===== src/rtl/oled_fill_window_if.sv =====
// rtl/oled_fill_window_if.sv - byte request/acknowledge link between an OLED engine and the shared SPI byte sender
`timescale 1ns/1ps

interface oled_fill_window_if;
    logic       spi_send;
    logic [7:0] spi_data;
    logic       dc;
    logic       send_done;

    modport master (
        output spi_send,
        output spi_data,
        output dc,
        input  send_done
    );

    modport slave (
        input  spi_send,
        input  spi_data,
        input  dc,
        output send_done
    );
endinterface


===== src/rtl/oled_fill_window.sv =====
// rtl/oled_fill_window.sv - fills a column/page window of OLED GDDRAM with one byte; OLED_FILL_AUTOINC_EN selects per-row addressing
`timescale 1ns/1ps

module oled_fill_window #(
    parameter int COLS   = 128,
    parameter int PAGES  = 8,
    parameter int COL_W  = 7,
    parameter int PAGE_W = 3
) (
    input  logic              clk,
    input  logic              reset_n,
    input  logic              fill_start,
    input  logic [7:0]        fill_byte,
    input  logic [COL_W-1:0]  x0,
    input  logic [COL_W-1:0]  x1,
    input  logic [PAGE_W-1:0] p0,
    input  logic [PAGE_W-1:0] p1,
    oled_fill_window_if.master spi,
    output logic              busy,
    output logic              fill_done,
    output logic              fill_err
);

    typedef enum logic [3:0] {
        S_IDLE,
        S_LATCH,
        S_PAGE,
        S_COLH,
        S_COLL,
        S_DATA,
        S_NEXT,
        S_DONE,
        S_ERR
    } state_t;

    // One extra bit so a bound equal to 2^COL_W / 2^PAGE_W still compares correctly.
    localparam logic [COL_W:0]  COL_LIM  = (COL_W + 1)'(COLS);
    localparam logic [PAGE_W:0] PAGE_LIM = (PAGE_W + 1)'(PAGES);

    state_t              state;
    state_t              state_nx;
    logic [COL_W-1:0]    col;
    logic [COL_W-1:0]    x0_q;
    logic [COL_W-1:0]    x1_q;
    logic [PAGE_W-1:0]   page;
    logic [PAGE_W-1:0]   p1_q;
    logic [7:0]          byte_q;
    logic                window_bad;
    logic                col_last;
    logic                page_last;
    logic [7:0]          col_ext;
    logic [3:0]          page_ext;

    assign window_bad = (x0 > x1) || (p0 > p1) ||
                        ({1'b0, x1} >= COL_LIM) || ({1'b0, p1} >= PAGE_LIM);
    assign col_last   = (col == x1_q);
    assign page_last  = (page == p1_q);

    always_ff @(posedge clk or negedge reset_n) begin
        if (!reset_n) begin
            state <= S_IDLE;
        end else begin
            state <= state_nx;
        end
    end

    always_comb begin
        state_nx = state;
        case (state)
            S_IDLE:  if (fill_start) state_nx = S_LATCH;
            S_LATCH: state_nx = window_bad ? S_ERR : S_PAGE;
            S_PAGE:  if (spi.send_done) state_nx = S_COLH;
            S_COLH:  if (spi.send_done) state_nx = S_COLL;
            S_COLL:  if (spi.send_done) state_nx = S_DATA;
            S_DATA:  if (spi.send_done) state_nx = S_NEXT;
            S_NEXT: begin
                if (col_last && page_last) begin
                    state_nx = S_DONE;
                end else if (col_last) begin
                    state_nx = S_PAGE;
                end else begin
`ifdef OLED_FILL_AUTOINC_EN
                    // Panel advances its column pointer itself within a row.
                    state_nx = S_DATA;
`else
                    state_nx = S_PAGE;
`endif
                end
            end
            S_DONE:  state_nx = S_IDLE;
            S_ERR:   state_nx = S_IDLE;
            default: state_nx = S_IDLE;
        endcase
    end

    always_ff @(posedge clk or negedge reset_n) begin
        if (!reset_n) begin
            col    <= '0;
            page   <= '0;
            x0_q   <= '0;
            x1_q   <= '0;
            p1_q   <= '0;
            byte_q <= 8'h00;
        end else begin
            case (state)
                S_LATCH: begin
                    byte_q <= fill_byte;
                    x0_q   <= x0;
                    x1_q   <= x1;
                    p1_q   <= p1;
                    col    <= x0;
                    page   <= p0;
                end
                S_NEXT: begin
                    if (!col_last) begin
                        col <= col + COL_W'(1);
                    end else if (!page_last) begin
                        col  <= x0_q;
                        page <= page + PAGE_W'(1);
                    end
                end
                default: begin
                end
            endcase
        end
    end

    assign col_ext  = 8'(col);
    assign page_ext = 4'(page);

    always_comb begin
        spi.spi_send = 1'b0;
        spi.spi_data = 8'h00;
        spi.dc       = 1'b0;
        case (state)
            S_PAGE: begin
                spi.spi_send = 1'b1;
                spi.spi_data = 8'hB0 | {4'h0, page_ext};
            end
            S_COLH: begin
                spi.spi_send = 1'b1;
                spi.spi_data = 8'h10 | {4'h0, col_ext[7:4]};
            end
            S_COLL: begin
                spi.spi_send = 1'b1;
                spi.spi_data = {4'h0, col_ext[3:0]};
            end
            S_DATA: begin
                spi.spi_send = 1'b1;
                spi.spi_data = byte_q;
                spi.dc       = 1'b1;
            end
            default: begin
            end
        endcase
    end

    assign busy      = (state != S_IDLE);
    assign fill_done = (state == S_DONE) || (state == S_ERR);
    assign fill_err  = (state == S_ERR);

endmodule

===== src/flat_wrapper.sv =====
// flat-port wrapper written by rule: the top's interface ports become plain ports
module oled_fill_window_flat 
#(
    parameter int COLS   = 128,
    parameter int PAGES  = 8,
    parameter int COL_W  = 7,
    parameter int PAGE_W = 3
)
  (clk, reset_n, fill_start, fill_byte, x0, x1, p0, p1, busy, fill_done, fill_err, spi_spi_send, spi_spi_data, spi_dc, spi_send_done);
  oled_fill_window_if spi_i ();
  input  logic clk;
  input  logic reset_n;
  input  logic fill_start;
  input  logic [7:0] fill_byte;
  input  logic [COL_W-1:0] x0;
  input  logic [COL_W-1:0] x1;
  input  logic [PAGE_W-1:0] p0;
  input  logic [PAGE_W-1:0] p1;
  output logic busy;
  output logic fill_done;
  output logic fill_err;
  output wire logic [$bits(spi_i.spi_send)-1:0] spi_spi_send;
  output wire logic [$bits(spi_i.spi_data)-1:0] spi_spi_data;
  output wire logic [$bits(spi_i.dc)-1:0] spi_dc;
  input wire logic [$bits(spi_i.send_done)-1:0] spi_send_done;
  assign spi_spi_send = spi_i.spi_send;
  assign spi_spi_data = spi_i.spi_data;
  assign spi_dc = spi_i.dc;
  assign spi_i.send_done = spi_send_done;
  oled_fill_window #(.COLS(COLS), .PAGES(PAGES), .COL_W(COL_W), .PAGE_W(PAGE_W)) u_core (.clk(clk), .reset_n(reset_n), .fill_start(fill_start), .fill_byte(fill_byte), .x0(x0), .x1(x1), .p0(p0), .p1(p1), .spi(spi_i), .busy(busy), .fill_done(fill_done), .fill_err(fill_err));
endmodule

===== config.mk =====
export PLATFORM = sky130hd
export DESIGN_NAME = oled_fill_window_flat
export DESIGN_NICKNAME = d
export VERILOG_FILES = /design/src/rtl/oled_fill_window_if.sv /design/src/rtl/oled_fill_window.sv /design/src/flat_wrapper.sv
export SDC_FILE = /design/constraint.sdc
export NUM_CORES = 1
export LEC_CHECK = 0
export CAP_MARGIN = 20
export CORE_ASPECT_RATIO = 1.4
export CORE_MARGIN = 4
export CORE_UTILIZATION = 57
export DETAILED_ROUTE_END_ITERATION = 10
export PLACE_DENSITY_LB_ADDON = 0.12
export REMOVE_ABC_BUFFERS = 1
export SLEW_MARGIN = 30
export SYNTH_ARGS = -nofsm -noshare
export SYNTH_HDL_FRONTEND = slang
export SYNTH_SLANG_ARGS = --single-unit

===== constraint.sdc =====
create_clock -name clk -period 4.1 [get_ports clk]
set_input_delay 0.82 -clock clk [delete_from_list [all_inputs] [get_ports clk]]
set_output_delay 0.82 -clock clk [all_outputs]
set_load 0.005 [all_outputs]

**After elaboration in Yosys (flattened, before gate mapping)**

Cells that the tools add are included.

- Register bits: 39
- Latch bits: 0
- Bits in writable memories: 0
- ROM bits: 0
- Input bits: 32
- Output and inout bits: 13
- Logic and storage cells: 56
- Memories: 0

- Add/sub/neg operators: 2
- Multipliers: 0
- Divide/modulo/power cells: 0
- Order comparisons: 2
- Equal/unequal tests: 18
- Shifts and indexed selects: 0
- Mux-type cells: 17
- Bitwise gates (word level): 0
- Reductions and logical operators: 10

Operator list:

| operator | count |
|---|---|
| $pmux W8 S4 | 1 |
| $pmux W4 S7 | 1 |
| $mux W4 | 6 |
| $eq A4 B3 Y1 const B | 4 |
| $mux W7 | 2 |
| $pmux W7 S2 | 1 |
| $ne A2 B2 Y1 const B | 6 |
| $mux W3 | 3 |
| $eq A4 B2 Y1 const B | 2 |
| $add A7 B1 Y7 const B | 1 |
| $eq A7 B7 Y1 | 1 |
| $gt A7 B7 Y1 | 1 |
| $pmux W3 S2 | 1 |
| $reduce_and A5 Y1 | 1 |
| $eq A4 B1 Y1 const B | 1 |
| $eq A4 B4 Y1 const B | 1 |
| $logic_not A4 Y1 | 1 |
| $reduce_bool A4 Y1 | 1 |
| $reduce_or A4 Y1 | 1 |
| $add A3 B1 Y3 const B | 1 |
| $eq A3 B3 Y1 | 1 |
| $gt A3 B3 Y1 | 1 |
| $ne A3 B3 Y1 const B | 1 |
| $reduce_and A3 Y1 | 1 |
| 6 further kinds | 8 |

**Longest topological paths before layout**

Gate-level depths: netlist of run 1.

- Depth after elaboration: 4
- Gate-level depth with buffers: 8
- Depth with buffers taken out: 8

**Worst setup path after synthesis of run 1**

OpenSTA, ideal clock, no wires.

- Kind: reg-to-output
- Start: register u_core.state[2]
- End: output port spi_spi_data[0]
- Arrival: 1.305 ns
- Required time: 3.280 ns
- Setup slack: 1.975 ns
- Stages on the path, launching flop included: 6
- Path buffers: 2
- Path through: dfrtp_1 > buf_2 > buf_2 > nor4b_2 > a22oi_1 > o21ai_1

- Cells in the longest elaborated chain, start to end: 2
- Elaborated cells between the ends (all ways): 5
- Classes of those cells: 4 x eq/ne; 1 x mux

RTL lines:

| what | line | text |
|---|---|---|
| from (decl) | oled_fill_window.sv:40 | `state_t state;` |
| from (signal assigned) | oled_fill_window.sv:63 | `state <= state_nx;` |
| $eq A4 B3 Y1 or $eq A4 B2 Y1 (tied branches) | oled_fill_window.sv:135 | `case (state)` |
| $pmux W8 S4 * | oled_fill_window.sv:135 |  |
| to (decl) | flat_wrapper.sv:23 | `output wire logic [$bits(spi_i.spi_data)-1:0] spi_spi_data;` |

Mark *: on every way between the ends. The rest lies on a longest branch, timed or not.

**Worst setup path in the final report of run 1**

- Start: register u_core.state[3]
- End: output port spi_spi_data[1]

Same word-level chain as after synthesis.

==> results of run 1 <==
-- sequential cells by signal (all words and copies together), names as in the netlist --
name,cells
u_core.byte_q,8
u_core.col,7
u_core.x0_q,7
u_core.x1_q,7
u_core.state,4
u_core.p1_q,3
u_core.page,3
-- report_power, final --
group	leakage, nW	switching (mW)	total [mW]	internal [mW]
Clock	0.0502	0.134	0.312	0.178
Combinational	0.810	0.509	0.990	0.480
Sequential	0.474	0.244	0.817	0.573
-- layer usage --
metal | vias to the layer above | GRT usage (%) | part of all wire (%)
li1 | 1075 | - | -
met1 | 997 | 29.8 | 43
met2 | 46 | 39.8 | 51
met3 | 9 | 4.59 | 3.6
met4 | 0 | 7.27 | 1.9
met5 | - | 0 | 0
-- Yosys cell counts (6+ instances only) --
cell	count
sky130_fd_sc_hd__nand2_1	68
sky130_fd_sc_hd__dfrtp_1	39
sky130_fd_sc_hd__a21oi_1	15
sky130_fd_sc_hd__o21ai_0	15
sky130_fd_sc_hd__inv_1	14
sky130_fd_sc_hd__nor2_1	13
sky130_fd_sc_hd__ha_1	12
sky130_fd_sc_hd__xnor2_1	12
sky130_fd_sc_hd__o21ai_1	10
sky130_fd_sc_hd__nand3_1	6
-- worst min path at each step --
stage | slack [ns] | startpoint | cells past startpoint | endpoint
floorplan | 0.44 | u_core.byte_q[6]$_DFFE_PN0P_ | 2 | u_core.byte_q[6]$_DFFE_PN0P_
global placement | 0.45 | u_core.byte_q[6]$_DFFE_PN0P_ | 2 | u_core.byte_q[6]$_DFFE_PN0P_
detailed placement | 0.46 | u_core.byte_q[6]$_DFFE_PN0P_ | 2 | u_core.byte_q[6]$_DFFE_PN0P_
CTS | 0.48 | u_core.byte_q[6]$_DFFE_PN0P_ | 2 | u_core.byte_q[6]$_DFFE_PN0P_
global route | 0.50 | u_core.x0_q[4]$_DFFE_PN0P_ | 2 | u_core.x0_q[4]$_DFFE_PN0P_
finish | 0.47 | u_core.byte_q[6]$_DFFE_PN0P_ | 2 | u_core.byte_q[6]$_DFFE_PN0P_
-- cells by family (layout without fill, tap and decap cells) --
family | Yosys count | after routing | share of synthesized area, %
AND/OR/NAND/NOR | 118 | 118 | 24.2
AO/OA/AOI/OAI | 71 | 71 | 18.8
adder cells (fa/ha/maj) | 12 | 12 | 6.11
XOR/XNOR | 13 | 13 | 4.64
buffers and inverters | 27 | 67 | 4.84
multiplexers | 4 | 4 | 1.63
flip-flops | 39 | 39 | 39.7
-- critical path, cell delays in order, from the launching register on --
cell and delay (ns):
sky130_fd_sc_hd__dfrtp_1 0.64, sky130_fd_sc_hd__nand2b_4 0.28, sky130_fd_sc_hd__nor2_1 0.41, sky130_fd_sc_hd__a22oi_1 0.16, sky130_fd_sc_hd__o21ai_1 0.12, sky130_fd_sc_hd__clkdlybuf4s50_1 0.53
-- area by class of cell --
class | count | share of cell area, %
Multi-Input combinational cell | 218 | 45.3
Inverter | 14 | 1.75
Tap cell | 45 | 1.87
Sequential cell | 39 | 32.5
Timing Repair Buffer | 46 | 15.1
Clock buffer | 5 | 2.29
Clock inverter | 2 | 1.25
-- through the flow --
stage	worst slack, ns	cell area, um2	hold slack, ns	instances	total power [mW]
after global placement	1.19	2900	0.451	362	1.78
after global routing	0.660	3010	0.501	369	2.30
after detailed placement	1.14	2900	0.462	362	1.81
after floorplan	1.98	2390	0.437	271	1.43
final	0.854	3010	0.475	369	2.12
after CTS	0.812	3000	0.480	369	2.13
==> results, run 1 <==
- The area overhead of the layout relative to synthesis is 22.4%.
- The CTS sink count is 39.
- For this run, the leading register cell type out of synthesis is sky130_fd_sc_hd__dfrtp_1.
- At the worst endpoint, the arrival time is 2.43 ns.
- The top cell type's share of synthesized area is 39.7%.
- The number of buffers inserted during clock tree synthesis is 5.
- The final-report max-slew violation count is 0.
- The routed length per instance is 15.9 um.
- In this run the vertical extent of the chip is 85.7 um.
- The clock transition at the registers of the reported paths is 0.08 ns.
- After synthesis, the share of flip-flops with an asynchronous set or reset is 100%.
- The reg-to-reg critical path endpoint is u_core.col[0]$_DFFE_PN0P_.
- Leaving out fill and tap cells, the most frequent cell in the layout is sky130_fd_sc_hd__nand2_1.
- Setup repair after global routing left no endpoint under its margin.
- Dividing the final minimum period by the clock period gives 79.2%.
- The I/O pin count is 45.
- The startpoint identified for the worst register-to-register timing path is u_core.state[2]$_DFFE_PN0P_.
- In the layout the commonest cells are sky130_fd_sc_hd__nand2_1 (68), sky130_fd_sc_hd__clkdlybuf4s50_1 (43), sky130_fd_sc_hd__dfrtp_1 (39).
- Global routing used 23.3% of the available tracks across all layers.
- STA classifies the critical path startpoint as a flip-flop.
- The depth of the CTS H-tree is 2.
- The first detailed-routing pass ran for 4 iterations.
- In this run the horizontal extent of the chip is 63.5 um.
- The floorplan has 28 rows.
- Detailed placement ended at an HPWL of 4290 um.
- The number of setup buffers added after CTS is 0.
- The antenna diode count is 0.
- The first-pass GRT wire length is 9960 um.
- The synthesized design spends more area on one cell type than any other, namely sky130_fd_sc_hd__dfrtp_1.
- The worst ir drop on vdd is 0.311 mV.
- Across the run, the number of max-cap violations was 0.
- The core outline area is 4200 um2.
- The number of antenna violations at the first check in global routing was 0.
- The launching instance or port of the critical path is u_core.state[3]$_DFFE_PN0P_.
- For this run, the top clock speed supported by timing is 308 MHz.
- The remaining antenna violation count after routing is 0.
- The measured slew at the worst slew-check pin is 0.692 ns.
- The clock insertion delay at the later pin of the skew report is 0.29 ns.
- For the final routed database, the setup TNS stands at 0 ns.
- Sorting the synthesized cells by area gives the leading types as sky130_fd_sc_hd__dfrtp_1 (40%), sky130_fd_sc_hd__nand2_1 (10%), sky130_fd_sc_hd__ha_1 (6.1%), sky130_fd_sc_hd__xnor2_1 (4.3%), sky130_fd_sc_hd__a21oi_1 (3.1%).
- For this run, the register share of the synthesized area comes to 39.7%.
- Each instance of the synthesized netlist takes up on average 8.65 um2.
- The final count of hold timing violations is 0.
- Clock tree synthesis selected as its root buffer the cell sky130_fd_sc_hd__clkbuf_8.
- The number of standard cells after synthesis is 284.
- The total die area is 5440 um2.
- The largest fanout on the critical path is 21.
- TritonCTS built the clock tree.
- The critical path data required time is 3.28 ns.
- The kind of capture point of the worst setup path is a primary output.
- After synthesis the cells add up to 2460 um2.
- The number of remaining DRC errors is 0.
- The worst path in the final design needs a cycle of 3.25 ns, including I/O delays and setup.
- The multi-input combinational cells in the finished layout cover a total of 1360 um2.
- The filler cells instantiated in the layout total 341.
- The number of gates resized after CTS was 0.
- The number of enable-type register cells in the synthesized netlist is 0.
- The average vias per placed instance is 5.76.
- The iteration-0 DRC count of the detailed router is 147.
- No sink is reached through more buffers than the 2 on the longest clock path.
- The layout net count is 368.
- The pin count of the biggest net entering global routing is 40.
- The worst register-to-register path has a setup slack of 1.83 ns.
- The class of the tightest hold or removal check is reg -> reg.
- The final setup violation count is 0.
- The via count is 2127.
- The hold-fix buffer count after cts is 0.
- The type of the worst setup path is reg -> out.
- Measured on the finished design, the core utilization comes to 71.5%.
- The final worst clock skew is 0.00770 ns.
- The final wirelength is 5890 um.
- The number of global-route vias before repair is 2085.
- The total power per unit cell area is 705 nW/um2.
- The leakage power total is 1.33 nW.
- The register bit count reported by yosys is 39.
- The global-route congestion overflow total is 0.
- Counting distinct cell types in the post-synthesis netlist gives 52.
- The termination of the worst setup path is spi_spi_data[1].
- The synthesis warning total is 0.
- In the final layout, the share of cells above drive strength 1 is 6.48%.
- The number of cells on the worst reg-to-reg path is 5.
- The initial standard-cell utilization of the core is 58.4%.
- The worst relative slew slack is 53.9%.
- The run finished with clean final reports.
- Summing all flip-flop and latch instances after layout gives 976 um2.
- The number of buffers added on ports is 44.
- The placer congestion estimate is 0.899.
Note: power is estimated with default switching activity, not from simulation.
==> run 2, diff against run 1 <==
--- a/config.mk
+++ b/config.mk
@@ -8,7 +8,7 @@
 export CAP_MARGIN = 20
 export CORE_ASPECT_RATIO = 1.4
 export CORE_MARGIN = 4
-export CORE_UTILIZATION = 57
+export CORE_UTILIZATION = 53
 export DETAILED_ROUTE_END_ITERATION = 10
 export PLACE_DENSITY_LB_ADDON = 0.12
 export REMOVE_ABC_BUFFERS = 1
==> constraint.sdc (replaced) <==
create_clock -name clk -period 3.2 [get_ports clk]
set_input_delay 0.64 -clock clk [delete_from_list [all_inputs] [get_ports clk]]
set_output_delay 0.64 -clock clk [all_outputs]
set_load 0.005 [all_outputs]
==> results, run 2 (synthesis results as in run 1) <==
- The final total negative setup slack is 0 ns (unchanged).
- The number of detailed-routing iterations run before antenna repair is 4 (unchanged).
- The worst path setup slack after routing is 0.261 ns (-0.593 ns).
- The fraction of layout cells with a size suffix above 1 is 7.06% (+0.57 points).
- The global-route congestion overflow total is 0 (unchanged).
- The leakage power total is 1.34 nW (+0.37%).
- The post-cts gate resize count came to 0 (unchanged).
- The clock insertion delay at the later pin of the skew report was 0.29 ns (about the same).
- Clock tree synthesis selected as its root buffer the cell sky130_fd_sc_hd__clkbuf_8.
- Traced cell by cell, the critical path runs through nand2b_1, nor2_1, a22oi_1, o21ai_1, clkdlybuf4s50_1.
- The number of global-route vias before repair came to 2059 (-1.2%).
- The buffer depth of the longest clock path is 2 (unchanged).
- The sum of met3 wire segment lengths after detailed routing was 307 um (+46%).
- The final worst clock skew is 0.00616 ns (-0.00154 ns).
- The longest individual stage delay on the worst path is 0.54 ns (-0.10 ns).
- The remaining antenna violation count after routing was 0 (unchanged).
- The number of buffers inserted to repair setup after CTS came to 0 (unchanged).
- The highest layer used for signal routing is met4.
- The total placed cells including tap cells came to 380 (+5.0%).
- The I/O pin count is 45 (unchanged).
- The kind of capture point of the worst setup path is a primary output.
- The post-route met1 wirelength came to 2460 um (-3.1%).
- The number of filler instances in the final layout is 408 (+20%).
- The number of buffer and inverter instances along the worst setup path came to 1 (unchanged).
- The row count is 29 (+3.6%).
- The final non-filler cell total is 388 (+5.1%).
- The worst slack at placement is 0.475 ns (-0.661 ns).
- The met2 wire length was 3000 um (-0.83%).
- The total power per unit cell area is 885 nW/um2 (+25%).
- The clock transition at the registers of the reported paths is 0.07 ns (about the same).
- The register with the most flip-flops in the final layout is u_core.byte_q.
- The detailed-placement wirelength estimate is 4440 um (+3.3%).
- The depth of the CTS H-tree is 2 (unchanged).
- The measured slew at the worst slew-check pin is 0.512 ns (-0.180 ns).
- The width of the die is 65.5 um (+3.2%).
- The flow ran to the end, and the final reports show no timing, DRC or antenna violations.
- The critical path data required time is 2.56 ns (-0.72 ns).
- The area used by sequential logic in the layout was 977 um2 (+0.13%).
- The chip height was 88.5 um (+3.4%).
- On the critical path the largest part of the delay comes from simple AND/OR/NAND/NOR gates.
- The number of remaining DRC errors is 0 (unchanged).
- The shortest clock period the worst path allows after layout is 2.94 ns.
- The global router's overall resource usage is 22.7% (-0.68 points).
- The number of buffers inserted during clock tree synthesis was 5 (unchanged).
- The CTS sink count came to 39 (unchanged).
- The data arrival time at the worst-slack endpoint is 2.30 ns (-0.13 ns).
- The class of the tightest hold or removal check is in -> async.
- The iteration-0 DRC count of the detailed router is 157 (+6.8%).
- The top cell types in the final layout, fill and taps aside, are sky130_fd_sc_hd__nand2_1 (68), sky130_fd_sc_hd__clkdlybuf4s50_1 (43), sky130_fd_sc_hd__dfrtp_1 (38).
- The final-report max-slew violation count was 0 (unchanged).
- The worst ir drop on vdd was 0.482 mV (+55%).
- The flip-flop count of the largest register after layout came to 8 (unchanged).
- The footprint of the multi-input gates is 1360 um2 (unchanged).
- The antenna diode count is 0 (unchanged).
- The area overhead of the layout relative to synthesis is 23.3%.
- The worst setup path is launched from a flip-flop.
- The average vias per placed instance is 5.61 (-2.6%).
- The largest fanout on the critical path is 17 (-19%).
- TritonCTS built the clock tree.
- The routed length per instance is 15.4 um (-3.4%).
- The worst relative slew slack is 65.8% (+12 points).
- Dividing the final minimum period by the clock period gives 91.8%.
- The hold-fix buffer count after cts is 0 (unchanged).
- The first-pass GRT wire length is 9920 um (-0.48%).
- The initial standard-cell utilization of the core is 54.6% (-3.8 points).
- The most common cell after layout, fill and taps aside is sky130_fd_sc_hd__nand2_1.
- The placer congestion estimate is 0.876 (-2.6%).
- Timing would allow up to 340 MHz.
- The number of antenna violations at the first check in global routing is 0 (unchanged).
- The total die area is 5800 um2 (+6.7%).
- The number of max-cap violations is 0 (unchanged).
- The core outline area is 4500 um2 (+7.0%).
- The number of buffers added on ports is 44 (unchanged).
- The pin count of the biggest net entering global routing is 40 (unchanged).
- The final setup violation count came to 0 (unchanged).
- The layout net count is 369 (+0.27%).
- The via count is 2178 (+2.4%).
- Setup repair after global routing left no endpoint under its margin.
- The final count of hold timing violations is 0 (unchanged).
- The cell at the slowest stage of the critical path is sky130_fd_sc_hd__dfrtp_1.
- The type of the worst setup path is reg -> out.
- The final wirelength is 5980 um (+1.6%).
-- run 2: cell types whose count changed in the layout (fill, tap and decap cells not counted) --
cell and change:
sky130_fd_sc_hd__clkbuf_1 +1, sky130_fd_sc_hd__clkinvlp_4 -1, sky130_fd_sc_hd__dfrtp_2 +1, sky130_fd_sc_hd__buf_4 +1
sky130_fd_sc_hd__dfrtp_1 -1, sky130_fd_sc_hd__bufinv_16 -1, sky130_fd_sc_hd__clkbuf_8 +2
-- run 2: metal layers --
metal / up-vias / track usage [%]
met5: - / 0
met4: 0 / 9.81
met3: 13 / 4.07
met2: 59 / 38.4
met1: 1029 / 28.2
li1: 1077 / -
-- run 2: report_power, final --
| part | internal [mW] | switching [mW] | leakage [nW] |
|---|---|---|---|
| sequential | 0.736 | 0.302 | 0.472 |
| combinational | 0.620 | 0.655 | 0.815 |
| clock | 0.197 | 0.169 | 0.0515 |
| total | 1.55 | 1.13 | 1.34 |
-- run 2: worst paths after layout --
check / slack [ns] / startpoint / cells past startpoint / end
min in group clk: 0.48 / u_core.x0_q[6]$_DFFE_PN0P_ / 2 / u_core.x0_q[6]$_DFFE_PN0P_
max: 0.26 / u_core.state[1]$_DFFE_PN0P_ / 5 / spi_spi_data[1]
max in group asynchronous: 2.50 / reset_n / 1 / u_core.state[2]$_DFFE_PN0P_
min: 0.31 / reset_n / 1 / u_core.p1_q[0]$_DFFE_PN0P_
max reg2reg: 1.03 / u_core.state[3]$_DFFE_PN0P_ / 6 / u_core.col[0]$_DFFE_PN0P_
min reg2reg: 0.48 / u_core.x0_q[6]$_DFFE_PN0P_ / 2 / u_core.x0_q[6]$_DFFE_PN0P_
-- run 2: through the flow --
stage | utilization [%] | power, mW | area [um2] | hold slack, ns
after detailed placement | 65.0 | 2.33 | 2930 | 0.466
after global placement | 65.0 | 2.29 | 2930 | 0.463
final | 67.3 | 2.68 | 3030 | 0.315
after CTS | 67.2 | 2.69 | 3030 | 0.485
after global routing | 67.3 | 2.91 | 3030 | 0.359
after floorplan | - | 1.83 | 2390 | 0.344
-- run 2: worst reg2reg max path: stages (launching register included) --
cell and delay (ns):
sky130_fd_sc_hd__dfrtp_1 0.49, sky130_fd_sc_hd__buf_4 0.24, sky130_fd_sc_hd__and4bb_2 0.34, sky130_fd_sc_hd__nand4_1 0.18
sky130_fd_sc_hd__nor3_4 0.39, sky130_fd_sc_hd__nor2_2 0.13, sky130_fd_sc_hd__a221o_1 0.31
-- run 2: cell type report --
cell class	instances	area share, %
clock buffers	8	3.30
multi-input cells	218	44.9
well taps	62	2.56
inverters	14	1.73
flip-flops and latches	39	32.3
repair buffers	47	15.2
==> run 3, diff against run 2 <==
--- a/config.mk
+++ b/config.mk
@@ -9,6 +9,7 @@
 export CORE_ASPECT_RATIO = 1.4
 export CORE_MARGIN = 4
 export CORE_UTILIZATION = 53
+export CTS_CLUSTER_DIAMETER = 30
 export DETAILED_ROUTE_END_ITERATION = 10
 export PLACE_DENSITY_LB_ADDON = 0.12
 export REMOVE_ABC_BUFFERS = 1
==> results of run 3 <==
Final layout, timing and power as in run 2 (identical DEF).
